==> src/rtl/pwf_pkg.sv <==
// Shared types, default parameters and helpers for the pulse-width scheduler.
package pwf_pkg;

  localparam int unsigned N_CH_DEF      = 4;
  localparam int unsigned MIN_WIDTH_DEF = 12;
  localparam int unsigned WW_DEF        = 8;

  typedef enum logic [1:0] {
    IDLE    = 2'd0,
    MEASURE = 2'd1,
    REPORT  = 2'd2
  } state_e;

  // Channel index k steps after ptr+1, wrapped into 0..n-1 (ptr, k < n).
  function automatic int unsigned rr_index(int unsigned ptr, int unsigned k, int unsigned n);
    int unsigned s;
    s = ptr + 1 + k;
    return (s >= n) ? (s - n) : s;
  endfunction

endpackage

==> src/rtl/pwf_sched_if.sv <==
// Event handshake bus from the scheduler to its consumer.
interface pwf_sched_if
  import pwf_pkg::*;
#(
  parameter int unsigned N_CH = N_CH_DEF,
  parameter int unsigned WW   = WW_DEF
) ();

  localparam int unsigned CW = $clog2(N_CH > 1 ? N_CH : 2);

  logic          ev_valid;
  logic          ev_ready;
  logic [CW-1:0] ev_ch;
  logic [WW-1:0] ev_width;

  modport master (output ev_valid, output ev_ch, output ev_width, input ev_ready);
  modport slave  (input ev_valid, input ev_ch, input ev_width, output ev_ready);

endinterface

==> src/rtl/pwf_rr_arb.sv <==
// Combinational round-robin picker: first eligible channel after rr_ptr.
module pwf_rr_arb
  import pwf_pkg::*;
#(
  parameter int unsigned N_CH = N_CH_DEF,
  localparam int unsigned CW  = $clog2(N_CH > 1 ? N_CH : 2)
) (
  input  logic [N_CH-1:0] eligible,
  input  logic [CW-1:0]   rr_ptr,
  output logic            gnt_valid,
  output logic [CW-1:0]   gnt_idx
);

  // Scan from the farthest candidate back to the nearest so the nearest wins.
  always_comb begin
    gnt_valid = 1'b0;
    gnt_idx   = '0;
    for (int unsigned k = 0; k < N_CH; k++) begin
      if (eligible[CW'(rr_index(32'(rr_ptr), N_CH - 1 - k, N_CH))]) begin
        gnt_valid = 1'b1;
        gnt_idx   = CW'(rr_index(32'(rr_ptr), N_CH - 1 - k, N_CH));
      end
    end
  end

endmodule

==> src/rtl/pwf_sched.sv <==
// Multi-channel pulse-width qualifier: picks one armed channel at a time,
// measures its high time with a shared counter and reports qualified pulses.
module pwf_sched
  import pwf_pkg::*;
#(
  parameter int unsigned N_CH      = N_CH_DEF,
  parameter int unsigned MIN_WIDTH = MIN_WIDTH_DEF,
  parameter int unsigned WW        = WW_DEF
) (
  input  logic            clk4m,
  input  logic            rst_n,
  input  logic [N_CH-1:0] a,
  pwf_sched_if.master     ev,
  output logic            c,
  output logic            rej,
  output logic            busy
);

  localparam int unsigned CW      = $clog2(N_CH > 1 ? N_CH : 2);
  localparam logic [WW-1:0] CNT_MAX = '1;
  localparam logic [WW-1:0] MIN_W   = WW'(MIN_WIDTH);

  state_e          state_q, state_d;
  logic [WW-1:0]   cnt_q, cnt_d;
  logic [CW-1:0]   cur_ch_q, cur_ch_d;
  logic [CW-1:0]   rr_ptr_q, rr_ptr_d;
  logic [CW-1:0]   ev_ch_q, ev_ch_d;
  logic [WW-1:0]   ev_width_q, ev_width_d;
  logic [N_CH-1:0] armed_q, armed_d;
  logic            ev_valid_q;
  logic            rej_d, c_d;
  logic [N_CH-1:0] eligible;
  logic            gnt_valid, grant;
  logic [CW-1:0]   gnt_idx;
  logic            a_cur;

  assign eligible = a & armed_q;
  assign grant    = (state_q == IDLE) && gnt_valid;
  assign a_cur    = a[cur_ch_q];

  assign ev.ev_valid = ev_valid_q;
  assign ev.ev_ch    = ev_ch_q;
  assign ev.ev_width = ev_width_q;

  pwf_rr_arb #(.N_CH(N_CH)) u_arb (
    .eligible  (eligible),
    .rr_ptr    (rr_ptr_q),
    .gnt_valid (gnt_valid),
    .gnt_idx   (gnt_idx)
  );

  // Next-state, arming and event-latch logic.
  always_comb begin
    state_d    = state_q;
    cnt_d      = cnt_q;
    cur_ch_d   = cur_ch_q;
    rr_ptr_d   = rr_ptr_q;
    ev_ch_d    = ev_ch_q;
    ev_width_d = ev_width_q;
    armed_d    = armed_q;
    rej_d      = 1'b0;

    // A line must be seen low before it can be granted; any high line is
    // disarmed while busy or when some channel wins in IDLE.
    for (int unsigned i = 0; i < N_CH; i++) begin
      if (!a[i]) begin
        armed_d[i] = 1'b1;
      end else if ((state_q != IDLE) || grant) begin
        armed_d[i] = 1'b0;
      end
    end

    case (state_q)
      IDLE: begin
        if (grant) begin
          state_d  = MEASURE;
          cur_ch_d = gnt_idx;
          rr_ptr_d = gnt_idx;
          cnt_d    = WW'(1);
        end
      end
      MEASURE: begin
        if (a_cur) begin
          cnt_d = (cnt_q == CNT_MAX) ? cnt_q : cnt_q + WW'(1);
        end else if (cnt_q >= MIN_W) begin
          state_d    = REPORT;
          ev_ch_d    = cur_ch_q;
          ev_width_d = cnt_q;
        end else begin
          state_d = IDLE;
          rej_d   = 1'b1;
        end
      end
      REPORT: begin
        if (ev.ev_ready) begin
          state_d = IDLE;
        end
      end
      default: state_d = IDLE;
    endcase

    c_d = (state_d == MEASURE) && (cnt_d >= MIN_W);
  end

  // State and registered outputs.
  always_ff @(posedge clk4m or negedge rst_n) begin
    if (!rst_n) begin
      state_q    <= IDLE;
      cnt_q      <= '0;
      cur_ch_q   <= '0;
      rr_ptr_q   <= CW'(N_CH - 1);
      armed_q    <= '0;
      ev_ch_q    <= '0;
      ev_width_q <= '0;
      ev_valid_q <= 1'b0;
      c          <= 1'b0;
      rej        <= 1'b0;
      busy       <= 1'b0;
    end else begin
      state_q    <= state_d;
      cnt_q      <= cnt_d;
      cur_ch_q   <= cur_ch_d;
      rr_ptr_q   <= rr_ptr_d;
      armed_q    <= armed_d;
      ev_ch_q    <= ev_ch_d;
      ev_width_q <= ev_width_d;
      ev_valid_q <= (state_d == REPORT);
      c          <= c_d;
      rej        <= rej_d;
      busy       <= (state_d != IDLE);
    end
  end

endmodule
==> src/flat_wrapper.sv <==
// flat-port wrapper written by rule: the top's interface ports become plain ports
module pwf_sched_flat import pwf_pkg::*;
#(
  parameter int unsigned N_CH      = N_CH_DEF,
  parameter int unsigned MIN_WIDTH = MIN_WIDTH_DEF,
  parameter int unsigned WW        = WW_DEF
)
  (clk4m, rst_n, a, c, rej, busy, ev_ev_valid, ev_ev_ch, ev_ev_width, ev_ev_ready);
  pwf_sched_if #(.N_CH(N_CH), .WW(WW)) ev_i ();
  input  logic clk4m;
  input  logic rst_n;
  input  logic [N_CH-1:0] a;
  output logic c;
  output logic rej;
  output logic busy;
  output wire logic [$bits(ev_i.ev_valid)-1:0] ev_ev_valid;
  output wire logic [$bits(ev_i.ev_ch)-1:0] ev_ev_ch;
  output wire logic [$bits(ev_i.ev_width)-1:0] ev_ev_width;
  input wire logic [$bits(ev_i.ev_ready)-1:0] ev_ev_ready;
  assign ev_ev_valid = ev_i.ev_valid;
  assign ev_ev_ch = ev_i.ev_ch;
  assign ev_ev_width = ev_i.ev_width;
  assign ev_i.ev_ready = ev_ev_ready;
  pwf_sched #(.N_CH(N_CH), .MIN_WIDTH(MIN_WIDTH), .WW(WW)) u_core (.clk4m(clk4m), .rst_n(rst_n), .a(a), .ev(ev_i), .c(c), .rej(rej), .busy(busy));
endmodule
==> config.mk <==
export PLATFORM = sky130hd
export DESIGN_NAME = pwf_sched_flat
export DESIGN_NICKNAME = d
export VERILOG_FILES = /design/src/rtl/pwf_pkg.sv /design/src/rtl/pwf_sched_if.sv /design/src/rtl/pwf_rr_arb.sv /design/src/rtl/pwf_sched.sv /design/src/flat_wrapper.sv
export SDC_FILE = /design/constraint.sdc
export NUM_CORES = 1
export LEC_CHECK = 0
export BUFFER_PORTS_ARGS = -buffer_cell sky130_fd_sc_hd__buf_2
export CORE_ASPECT_RATIO = 1.75
export CORE_MARGIN = 2
export CORE_UTILIZATION = 50
export CTS_CLUSTER_SIZE = 10
export DETAILED_ROUTE_END_ITERATION = 10
export PLACE_DENSITY = 0.71
export SLEW_MARGIN = 25
export SYNTH_ARGS = -nofsm -noshare
export SYNTH_HDL_FRONTEND = slang
export SYNTH_HIERARCHICAL = 1
export SYNTH_SLANG_ARGS = --single-unit
export TNS_END_PERCENT = 1
==> constraint.sdc <==
create_clock -name clk4m -period 2.95 [get_ports clk4m]
set_clock_uncertainty 0.2 [all_clocks]
set_input_delay 0.4425 -clock clk4m [delete_from_list [all_inputs] [get_ports clk4m]]
set_output_delay 0.4425 -clock clk4m [all_outputs]
set_load 0.03 [all_outputs]
==> impl_results.md <==
- Status: finished clean
- TritonCTS clock tree: built
- Period utilization: 76.4%
- Worst R2R Setup Slack: 0.70 ns
- Gr usage total: 22.3%
- Mapped Cells: 162
- Register Area: 803 sq um
- CP endpoint kind: flip-flop
- Core Area: 0.00314 sq mm
- Worst Tran Pin Value: 0.677 ns
- Tmin final: 2.25 ns
- First-pass GRT wire length: 5960 um
- Most frequent cells in the layout: 30 x dfrtp_1, 27 x nand2_1, 20 x buf_2
- Leakage: 0.928 nW
- Crit path to: u_core/c$_DFF_PN0_
- Worst R2R Path Depth: 5
- Synth warn: 6
- R2R Path End: u_core/c$_DFF_PN0_
- Share of post-route cells with drive strength above 1: 25.5%
- EDFF count, synth: 0
- CTS sink cnt: 32
- Clock Pin Slew Worst Setup and Hold Paths: 0.06 ns
- Antenna diode count: 0
- Die area: 0.00375 sq mm
- FMAX: 444 MHz
- First-pass DRT Iterations: 4
- Hold Crit Class: in -> async
- Startpoint class of the critical path: flip-flop
- Worst skew pair latency: 0.27 ns
- Data required, critical path: 2.88 ns
- Antenna-violating nets left: 0
- Synthesis-stage register bit count: 32
- Area of the multi-input gates: 748 sq um
- Relative slew slack: 54.9%
- P&R area growth vs syn: 12.6%
- Start point of the critical path: u_core/cur_ch_q[0]$_DFFE_PN0P_
- FFs w/ async S/R, synth: 100%
- Worst-case clock buffer depth: 2
- GRT Residual Overflow: 0
- I/O Buffers: 20
- Avg WL per Cell: 15.7 um
- Hold_ws: 0.00559 ns
- Pwr dens: 717 mW/mm^2
- Fillers: 282
- Routed wire length: 3550 um
- Via count: 1304
- # IOs: 21
- Most used DFF post-synth: dfrtp_1
- Part of the Yosys area used for sequential elements: 49.3%
- Largest net degree at the start of global routing: 33
- Worst Path Arrival: 2.19 ns
- Mapped Area: 0.00163 sq mm
- DRC: 0
- Synth Net Count: 171
- CP Class: reg -> reg
- Final cell utilization of the core: 58.3%
- Vias in the first global route: 1304
- Iteration-0 DRC count of the detailed router: 55
- Netlist cell types: 46
- Post-CTS setup buffer count: 0
- Syn_area_per_cell: 10.0 sq um
- CTS Hold Bufs: 0
- Crit Reg-Reg Startpoint: u_core/cur_ch_q[0]$_DFFE_PN0P_
- Post-cts sizing count: 0
- H-tree depth: 2
- Max_cap viols: 0
- Starting Density: 51.8%
- Die Span X: 47.1 um
- RSZ-0062 raised after global routing: no
- Nets: 192
- Initial antenna violation count: 0
- Commonest non-fill, non-tap cell in the layout: dfrtp_1
- Final Max Slew Viols: 0
- TNS Setup: 0 ns
- Worst vdd ir: 0.423 mV
- Inserted Clock Buffers: 5
- Num rows: 27
- Via/cell ratio: 5.74
- Die height: 79.5 um
- Root Driver: clkbuf_8
- Gp weighted congestion: 0.912
- Fin. Hold Viols: 0
- Crit-path max FO: 12
- Final setup viols: 0
- Post-DP HPWL: 2660 um
## synth_stat cells (2+ instances only)
cell type  instances  share of area (%)
a41oi_1            2                1.1
dfstp_2            2                3.2
a31oi_1            2               0.77
nor3_1             2               0.61
and4_2             2                1.2
ha_1               2                1.5
nand2_1           27                6.2
inv_1             10                2.3
nand3_1            3               0.92
buf_6              2                1.4
and4_1             2                1.1
clkbuf_1           3               0.69
o21ai_0            5                1.5
mux2_2             7                4.8
mux2i_1            2                1.2
and3_1             4                1.5
dfrtp_1           30                 46
nand2b_1           7                2.7
a22o_1             2                1.1
a22oi_1            2               0.92
and2_1             4                1.5
nor2_1             9                2.1
nor4_1             2               0.77
a21oi_1            7                2.2
## cell type report
| class | instances | area share (%) |
|---|---|---|
| flip-flops and latches | 32 | 43.8 |
| multi-input cells | 114 | 40.8 |
| repair buffers | 20 | 5.46 |
| clock buffers | 8 | 4.91 |
| well taps | 43 | 2.94 |
| inverters | 10 | 2.05 |
## per-stage QoR
step	instance area [sq um]	worst slack (ns)	std cells	power [mW]
2_1_floorplan	1630	0.848	162	0.897
3_3_place_gp	1740	0.644	219	0.976
3_5_place_dp	1740	0.621	219	0.992
4_1_cts	1830	0.708	227	1.33
5_1_grt	1830	0.616	227	1.41
6_report	1830	0.696	227	1.31
## layer usage
layer  global-route usage [%]  vias to the layer above  wire length [um]
met1                     25.2                      628              1270
met3                     4.07                       16               145
met4                     11.4                        0               116
met2                     37.7                       54              2020
met5                        0                        -                 0
li1                         -                      606                 -
## where the power goes
| group | total [mW] | switching (mW) | internal, mW |
|---|---|---|---|
| logic | 0.383 | 0.246 | 0.137 |
| registers | 0.605 | 0.0867 | 0.518 |
| clock network | 0.326 | 0.136 | 0.190 |
## state kept, by name, summed over array words and instances, names as in the netlist
name	flops
u_core/c	1
u_core/cnt_q	8
u_core/ev.ev_ch	2
u_core/ev.ev_width	8
u_core/cur_ch_q	2
u_core/ev.ev_valid	1
u_core/armed_q	4
u_core/rej	1
u_core/busy	1
u_core/rr_ptr_q	2
u_core/state_q	2
## how the worst min path moves through the flow
stage | endpoint | slack [ns] | cells past startpoint
CTS | u_core/armed_q[2]$_DFFE_PN0P_ | 0.03 | 1
global placement | u_core/armed_q[2]$_DFFE_PN0P_ | 0.25 | 2
detailed placement | u_core/armed_q[2]$_DFFE_PN0P_ | 0.26 | 2
finish | u_core/armed_q[3]$_DFFE_PN0P_ | 0.006 | 1
global route | u_core/ev.ev_ch[0]$_DFFE_PN0P_ | 0.06 | 1
floorplan | u_core/armed_q[0]$_DFFE_PN0P_ | -0.05 | 0
## kinds of logic after synthesis
family | count (synthesis) | synth area share (%)
AND/OR/NAND/NOR | 72 | 23.2
flip-flops | 32 | 49.3
AO/OA/AOI/OAI | 30 | 13.8
buffers and inverters | 16 | 4.69
multiplexers | 10 | 7.46
adder cells (fa/ha/maj) | 2 | 1.54
## worst max-delay path, cell delays in order, from the launching register on
cell	delay, ns
dfrtp_1	0.40
mux4_2	0.67
and3_1	0.28
and4_1	0.22
o21bai_1	0.22
a41oi_2	0.14
Power figures use the tool's default switching activity.
